$ cat src/rtl/prio_encoder_q.sv
// Registered priority encoder with sticky request queuing, valid/ready output
// and overflow detection; fixed-priority (MODE 0) or round-robin (MODE 1).
module prio_encoder_q #(
  parameter int unsigned N    = 9,
  parameter int unsigned W    = 4,
  parameter int unsigned MODE = 0
) (
  input  logic         clk,
  input  logic         rst_n,
  input  logic [N-1:0] req,
  input  logic         clr,
  output logic         out_valid,
  input  logic         out_ready,
  output logic [W-1:0] out_code,
  output logic [N-1:0] pending,
  output logic         overflow
);

  localparam int unsigned IW = (N > 1) ? $clog2(N) : 1;

  logic [N-1:0]  pending_q, pending_d;
  logic          out_valid_q, out_valid_d;
  logic [W-1:0]  out_code_q, out_code_d;
  logic          overflow_q, overflow_d;
  logic [IW-1:0] ptr_q, ptr_d;

  logic [N-1:0]  cand_c;
  logic          load_c;
  logic [IW-1:0] base_c;
  logic [IW-1:0] sel_c;
  logic          hit_c;
  int unsigned   best_c;
  int unsigned   base32_c;
  int unsigned   dist_c;

  assign cand_c = pending_q | req;
  assign load_c = ~out_valid_q | out_ready;

  // Fixed priority is round-robin with the pointer pinned at 0 (search N-1 down to 0)
  assign base_c   = (MODE == 1) ? ptr_q : '0;
  assign base32_c = 32'(base_c);

  // Pick the candidate with the smallest descending-wrap distance from the pointer;
  // the pointer line itself has distance N, so it is considered last.
  always_comb begin
    sel_c  = '0;
    hit_c  = 1'b0;
    best_c = N + 1;
    dist_c = 0;
    for (int unsigned i = 0; i < N; i++) begin
      dist_c = (base32_c > i) ? (base32_c - i) : (base32_c + N - i);
      if (cand_c[i] && (dist_c < best_c)) begin
        best_c = dist_c;
        sel_c  = IW'(i);
        hit_c  = 1'b1;
      end
    end
  end

  always_comb begin
    pending_d   = pending_q;
    out_valid_d = out_valid_q;
    out_code_d  = out_code_q;
    overflow_d  = overflow_q;
    ptr_d       = ptr_q;
    if (clr) begin
      pending_d   = '0;
      out_valid_d = 1'b0;
      out_code_d  = '0;
      overflow_d  = 1'b0;
      ptr_d       = '0;
    end else begin
      overflow_d = overflow_q | (|(req & pending_q));
      pending_d  = cand_c;
      if (load_c) begin
        if (hit_c) begin
          out_valid_d = 1'b1;
          out_code_d  = W'(sel_c) + W'(1);
          pending_d   = cand_c & ~(N'(1) << sel_c);
          ptr_d       = sel_c;
        end else begin
          out_valid_d = 1'b0;
          out_code_d  = '0;
        end
      end
    end
  end

  always_ff @(posedge clk or negedge rst_n) begin
    if (!rst_n) begin
      pending_q   <= '0;
      out_valid_q <= 1'b0;
      out_code_q  <= '0;
      overflow_q  <= 1'b0;
      ptr_q       <= '0;
    end else begin
      pending_q   <= pending_d;
      out_valid_q <= out_valid_d;
      out_code_q  <= out_code_d;
      overflow_q  <= overflow_d;
      ptr_q       <= ptr_d;
    end
  end

  assign out_valid = out_valid_q;
  assign out_code  = out_code_q;
  assign pending   = pending_q;
  assign overflow  = overflow_q;

endmodule

$ cat config.mk
export PLATFORM = sky130hd
export DESIGN_NAME = prio_encoder_q
export DESIGN_NICKNAME = d
export VERILOG_FILES = /design/src/rtl/prio_encoder_q.sv
export SDC_FILE = /design/constraint.sdc
export NUM_CORES = 1
export LEC_CHECK = 0
export CAP_MARGIN = 40
export CELL_PAD_IN_SITES_DETAIL_PLACEMENT = 1
export CELL_PAD_IN_SITES_GLOBAL_PLACEMENT = 1
export CORE_UTILIZATION = 30
export DETAILED_ROUTE_END_ITERATION = 10
export PLACE_DENSITY = 0.79
export SYNTH_ARGS = -nofsm -noshare
export SYNTH_HDL_FRONTEND = slang
export SYNTH_SLANG_ARGS = --single-unit
$ cat constraint.sdc
create_clock -name clk -period 2.4 [get_ports clk]
set_clock_uncertainty 0.1 [all_clocks]
set_input_delay 0.72 -clock clk [delete_from_list [all_inputs] [get_ports clk]]
set_output_delay 0.72 -clock clk [all_outputs]
set_load 0.02 [all_outputs]
Yosys cells after proc, flatten, opt, wreduce, memory -nomap -nowiden
Cells that the tools add are included.

Flip-flop bits (word level): 15. Bits of input ports: 13. Output and inout bits: 15. Logic and storage cells: 66.

Bitwise logic cells: 7. Shift operators: 1. Order comparisons: 8. Muxes and demuxes: 35. Add/subtract/negate cells: 1. Reduce and logical (&&, ||, !) cells: 10.

Operators with widths (number): 2-to-1 mux 4 bit (10); 2-to-1 mux 9 bit (3); AND 9 bit (2); < comparator 3 x 4 -> 1 bit, first input constant (4); 2-to-1 mux 1 bit (14); 2-to-1 mux 3 bit (4); inverter 9 bit (1); bitwise OR 9 bit (1); OR reduction 9 bit (1); << shifter 1 x 4 -> 9 bit, first input constant (1); logical AND 1 bit (8); < comparator 2 x 4 -> 1 bit, first input constant (2); 2-to-1 mux 2 bit (4); adder 4 x 1 -> 4 bit, second input constant (1); < comparator 1 x 4 -> 1 bit, first input constant (1); < comparator 4 bit, first input constant (1); bitwise OR 1 bit (2); nonzero test 2 bit (1); inverter 1 bit (1).

Logic depth before layout (Yosys ltp)
Depth in word-level cells: 32. Mapped depth: 8. Depth with buffers taken out: 8.

Worst setup path before layout
OpenSTA, ideal clock, no wires.

Path type: in2reg. Start: input port req[3]. End: register out_code_q[2], in the netlist out_code[2]. Setup time: 0.133 ns. Buffers on the path: 0. Arrival: 2.142 ns. Path slack: 0.025 ns. Stages: 7. Data required time: 2.167 ns. Cells stage by stage: or4_1 -> nand2_1 -> a21oi_1 -> ha_1 -> ha_1 -> nand3b_1 -> o32ai_2.

Cells in the longest elaborated chain, start to end: 22. Elaborated cells on any way between the ends: 33. Classes of those cells: 1 x add/sub; 5 x order compare; 20 x mux; 1 x bitwise; 6 x reduce/logical.

RTL lines: start, declared (RTL line 10) `input logic [N-1:0] req,`; bitwise OR 9 bit * (RTL line 36) `assign cand_c = pending_q | req;`; logical AND 1 bit * (RTL line 52) `if (cand_c[i] && (dist_c < best_c)) begin`; 2-to-1 mux 4 bit (RTL line 52); < comparator 3 x 4 -> 1 bit (RTL line 52); logical AND 1 bit (RTL line 52); 2-to-1 mux 4 bit (RTL line 52); < comparator 3 x 4 -> 1 bit (RTL line 52); logical AND 1 bit (RTL line 52); [... 6 more ...]; 2-to-1 mux 4 bit (RTL line 52); < comparator 1 x 4 -> 1 bit (RTL line 52); logical AND 1 bit (RTL line 52); 2-to-1 mux 4 bit (RTL line 52); adder 4 x 1 -> 4 bit (RTL line 78) `out_code_d = W'(sel_c) + W'(1);`; 2-to-1 mux 4 bit * (RTL line 76) `if (hit_c) begin`; 2-to-1 mux 4 bit * (RTL line 75) `if (load_c) begin`; 2-to-1 mux 4 bit * (RTL line 66) `if (clr) begin`; end signal, assigned (RTL line 99) `out_code_q <= out_code_d;`; end, declared (RTL line 23) `logic [W-1:0] out_code_q, out_code_d;`.

Mark *: on every way between the ends. The rest lies on a longest branch, timed or not. The select of a mux whose other input is x is not followed. A chain may end at the register's enable or synchronous reset.

Final worst setup path
Start: input port req[5]. End: register out_code_q[1], in the netlist out_code[1].

Cells in the longest elaborated chain, start to end: 16. Elaborated cells on any way between the ends: 23. Classes of those cells: 1 x add/sub; 3 x order compare; 14 x mux; 1 x bitwise; 4 x reduce/logical.

RTL lines (RTL line): bitwise OR 9 bit * (36); logical AND 1 bit * (52); 2-to-1 mux 4 bit (52); < comparator 2 x 4 -> 1 bit (52); logical AND 1 bit (52); 2-to-1 mux 4 bit (52); < comparator 2 x 4 -> 1 bit (52); logical AND 1 bit (52); 2-to-1 mux 4 bit (52); < comparator 1 x 4 -> 1 bit (52); logical AND 1 bit (52); 2-to-1 mux 4 bit (52); adder 4 x 1 -> 4 bit (78); 2-to-1 mux 4 bit * (76); 2-to-1 mux 4 bit * (75); 2-to-1 mux 4 bit * (66).

Marked as above.

==> metrics <==
ys async rst share=100%; Max FO, Critical Path=4; Inserted Clock Buffers=3; register area share after synthesis=42.3%; Main synth FF type=dfrtp_1; Hold Crit Class=reg -> reg; commonest cells after routing, fill and taps aside=buf_4 (27), clkdlybuf4s50_1 (20), dfrtp_1 (15); Worst setup SP type=input pin; first-pass GRT wire length=5230 um; count of final setup violators=0; internal power=453 uW; DRT iter0 DRCs=35; Cell variety after synth=29; ANT nets after route=0; Port Buffers=27; largest net degree at the start of global routing=16; non-filler cells, final=175; synthesized cell area=887 um^2; Peak VDD IR=0.000296 V; CTS root buf=clkbuf_4; routed len/inst=19.8 um; Rel. slew slack=61.5%; clock power share=23.0%; cell taking the most area after synthesis=dfrtp_1; combinational group share of total power=34.4%; min Tclk post-route=2.37 ns; final hold vios=0; RePlAce Congestion=0.798; final period utilization=98.6%; Yosys top cell area share=42.3%; Die Width=56.4 um; Vias per Instance=5.50; RSZ-0062 raised after global routing=false; HPWL after DPL=2310 um; Yosys warning total=0; Congestion Overflow GR=0; number of fillers in the final layout=315; Seq cells post-synth=15; Clock Sinks=15; hold_ws=0.448 ns; total power=692 uW; MaxCap Viol Count=0; number of global-route vias before repair=1,050; critical path's largest stage delay=0.44 ns; sequential share of power=42.6%; die height=56.4 um; initial antenna violation count=0; core footprint=0.00278 mm^2; ant diodes=0; finished layout cell area=0.00150 mm^2; final setup TNS=0 ns; number of H-tree levels=1; Max Root-Sink Buffers=2; P per Cell Area=461 mW/mm^2; Total GRT Usage=21.9%; FP Rows=19; commonest non-fill, non-tap cell in the layout=buf_4; Worst EP required=2.50 ns; status=finished, final reports clean; Post-DP Area=0.00135 mm^2; Cell Chain, Critical Path=dlygate4sd2_1 -> nor2_1 -> o31ai_1 -> a31oi_2 -> nand2b_4 -> ha_1 -> o41ai_2; Clk Latency, worst-skew pair=0.30 ns; Static Leak=0.670 nW; Max Slew Vio Count=0; # hold bufs at CTS=0; Highest Clock Rate=423 MHz; Cells after Synth=90; Cell Count Post-Placement=167; Worst Tran Pin Value=0.576 ns; Worst Setup End Kind=register; sw frac=34.6%; number of nets in the layout=164; Synth Area per Inst=9.86 um^2; crit path DAT=2.47 ns; ranking of synthesized cells by area=dfrtp_1 (42%), ha_1 (8.5%), a211oi_1 (5.9%), nor2_1 (5.9%), or4_4 (2.5%); total wire length=3470 um; clock slew at reported path FFs=0.10 ns; vias=962; Post-synth EDFFs=0; num ports=28; layout cells sized above 1=37.5%; starting density of the core=31.9%; drt drc=0; DRT Pass-1 Iters=4; crit path max-delay cell type=o31ai_1; die area=0.00318 mm^2; Layout area overhead=69.3%; Net Count, Synth=109; Switch Pwr=239 uW; Crit Path Category=in -> reg; CTS tree=yes
## final timing paths
path / startpoint / end / slack, ns / cells after the start
max: req[5] / out_code[1] / 0.03 / 7
min reg2reg: out_code[1] / out_code[1] / 0.45 / 2
min in group asynchronous: rst_n / pending[6] / 0.62 / 2
min: out_code[1] / out_code[1] / 0.45 / 2
max in group asynchronous: rst_n / out_code[1] / 1.40 / 2
max reg2reg: pending[3] / pending[7] / 0.27 / 7
## timing repair
action	CTS	global route
pin swaps	9	3
endpoints found under the setup margin	10	10
endpoints found under the hold margin	0	0
buffers inserted	3	1
gates resized for setup	18	10
## area by class of cell
class                           instances  area (um^2)  share of cell area [%]
Inverter                                3         11.3                   0.750
Timing Repair Buffer                   54          468                    31.2
Sequential cell                        15          375                    25.0
Clock buffer                            3         22.5                    1.50
Tap cell                               31         38.8                    2.58
Clock inverter                          1         5.00                   0.333
Multi-Input combinational cell         68          581                    38.7
## through the flow
step                      setup WS, ns  util [%]
after floorplan                 0.0252         -
after global placement          -0.395      48.7
after detailed placement        -0.529      48.7
after CTS                       0.0129      52.0
after global routing           0.00468      54.0
final                           0.0334      54.0
## power by group through the flow
stage	registers [mW]	logic [mW]	clock network, mW
5_1_grt	0.297	0.253	0.171
3_3_place_gp	0.293	0.204	0
6_report	0.295	0.238	0.159
3_5_place_dp	0.295	0.212	0
2_1_floorplan	0.316	0.0656	0
4_1_cts	0.292	0.222	0.156
## sequential cells by signal, indices dropped and copies added (netlist names)
signal / cells
out_code: 4
out_valid: 1
overflow: 1
pending: 9
## Yosys cell counts (2+ instances only)
library cell,instances
o31ai_1,2
nand2_1,2
nand2b_1,2
nor2_1,14
or4_4,2
nor3_1,4
a221oi_1,2
a21oi_1,4
or4_1,2
inv_1,3
ha_1,6
dfrtp_1,15
nor4_1,2
a22o_1,2
and2_1,3
a31oi_1,2
a211oi_1,7
clkbuf_1,4
nand3b_1,2
## routing by layer
layer  track usage [%]  share of wire (%)  vias up
met1              26.8                 43      482
met3              3.00                2.5       10
met5                 0                  0        -
li1                  -                  -      445
met4              10.8                2.7        0
met2              37.8                 52       25
## worst max-delay path, delay by kind of cell
family          cells  cell delay, ns
compound gates      3            0.88
fa+ha+maj           1            0.30
buf+inv             1            0.28
simple gates        2            0.28
## logic make-up (layout without fill, tap and decap cells)
| logic type | after synthesis | after routing | share of synthesized area (%) |
|---|---|---|---|
| AOI/OAI and AO/OA | 24 | 24 | 20.9 |
| adders and majority gates | 6 | 6 | 8.46 |
| buffers and inverters | 7 | 61 | 2.96 |
| DFF | 15 | 15 | 42.3 |
| and+or+nand+nor | 38 | 38 | 25.4 |
(Power assumes the default switching activity.)
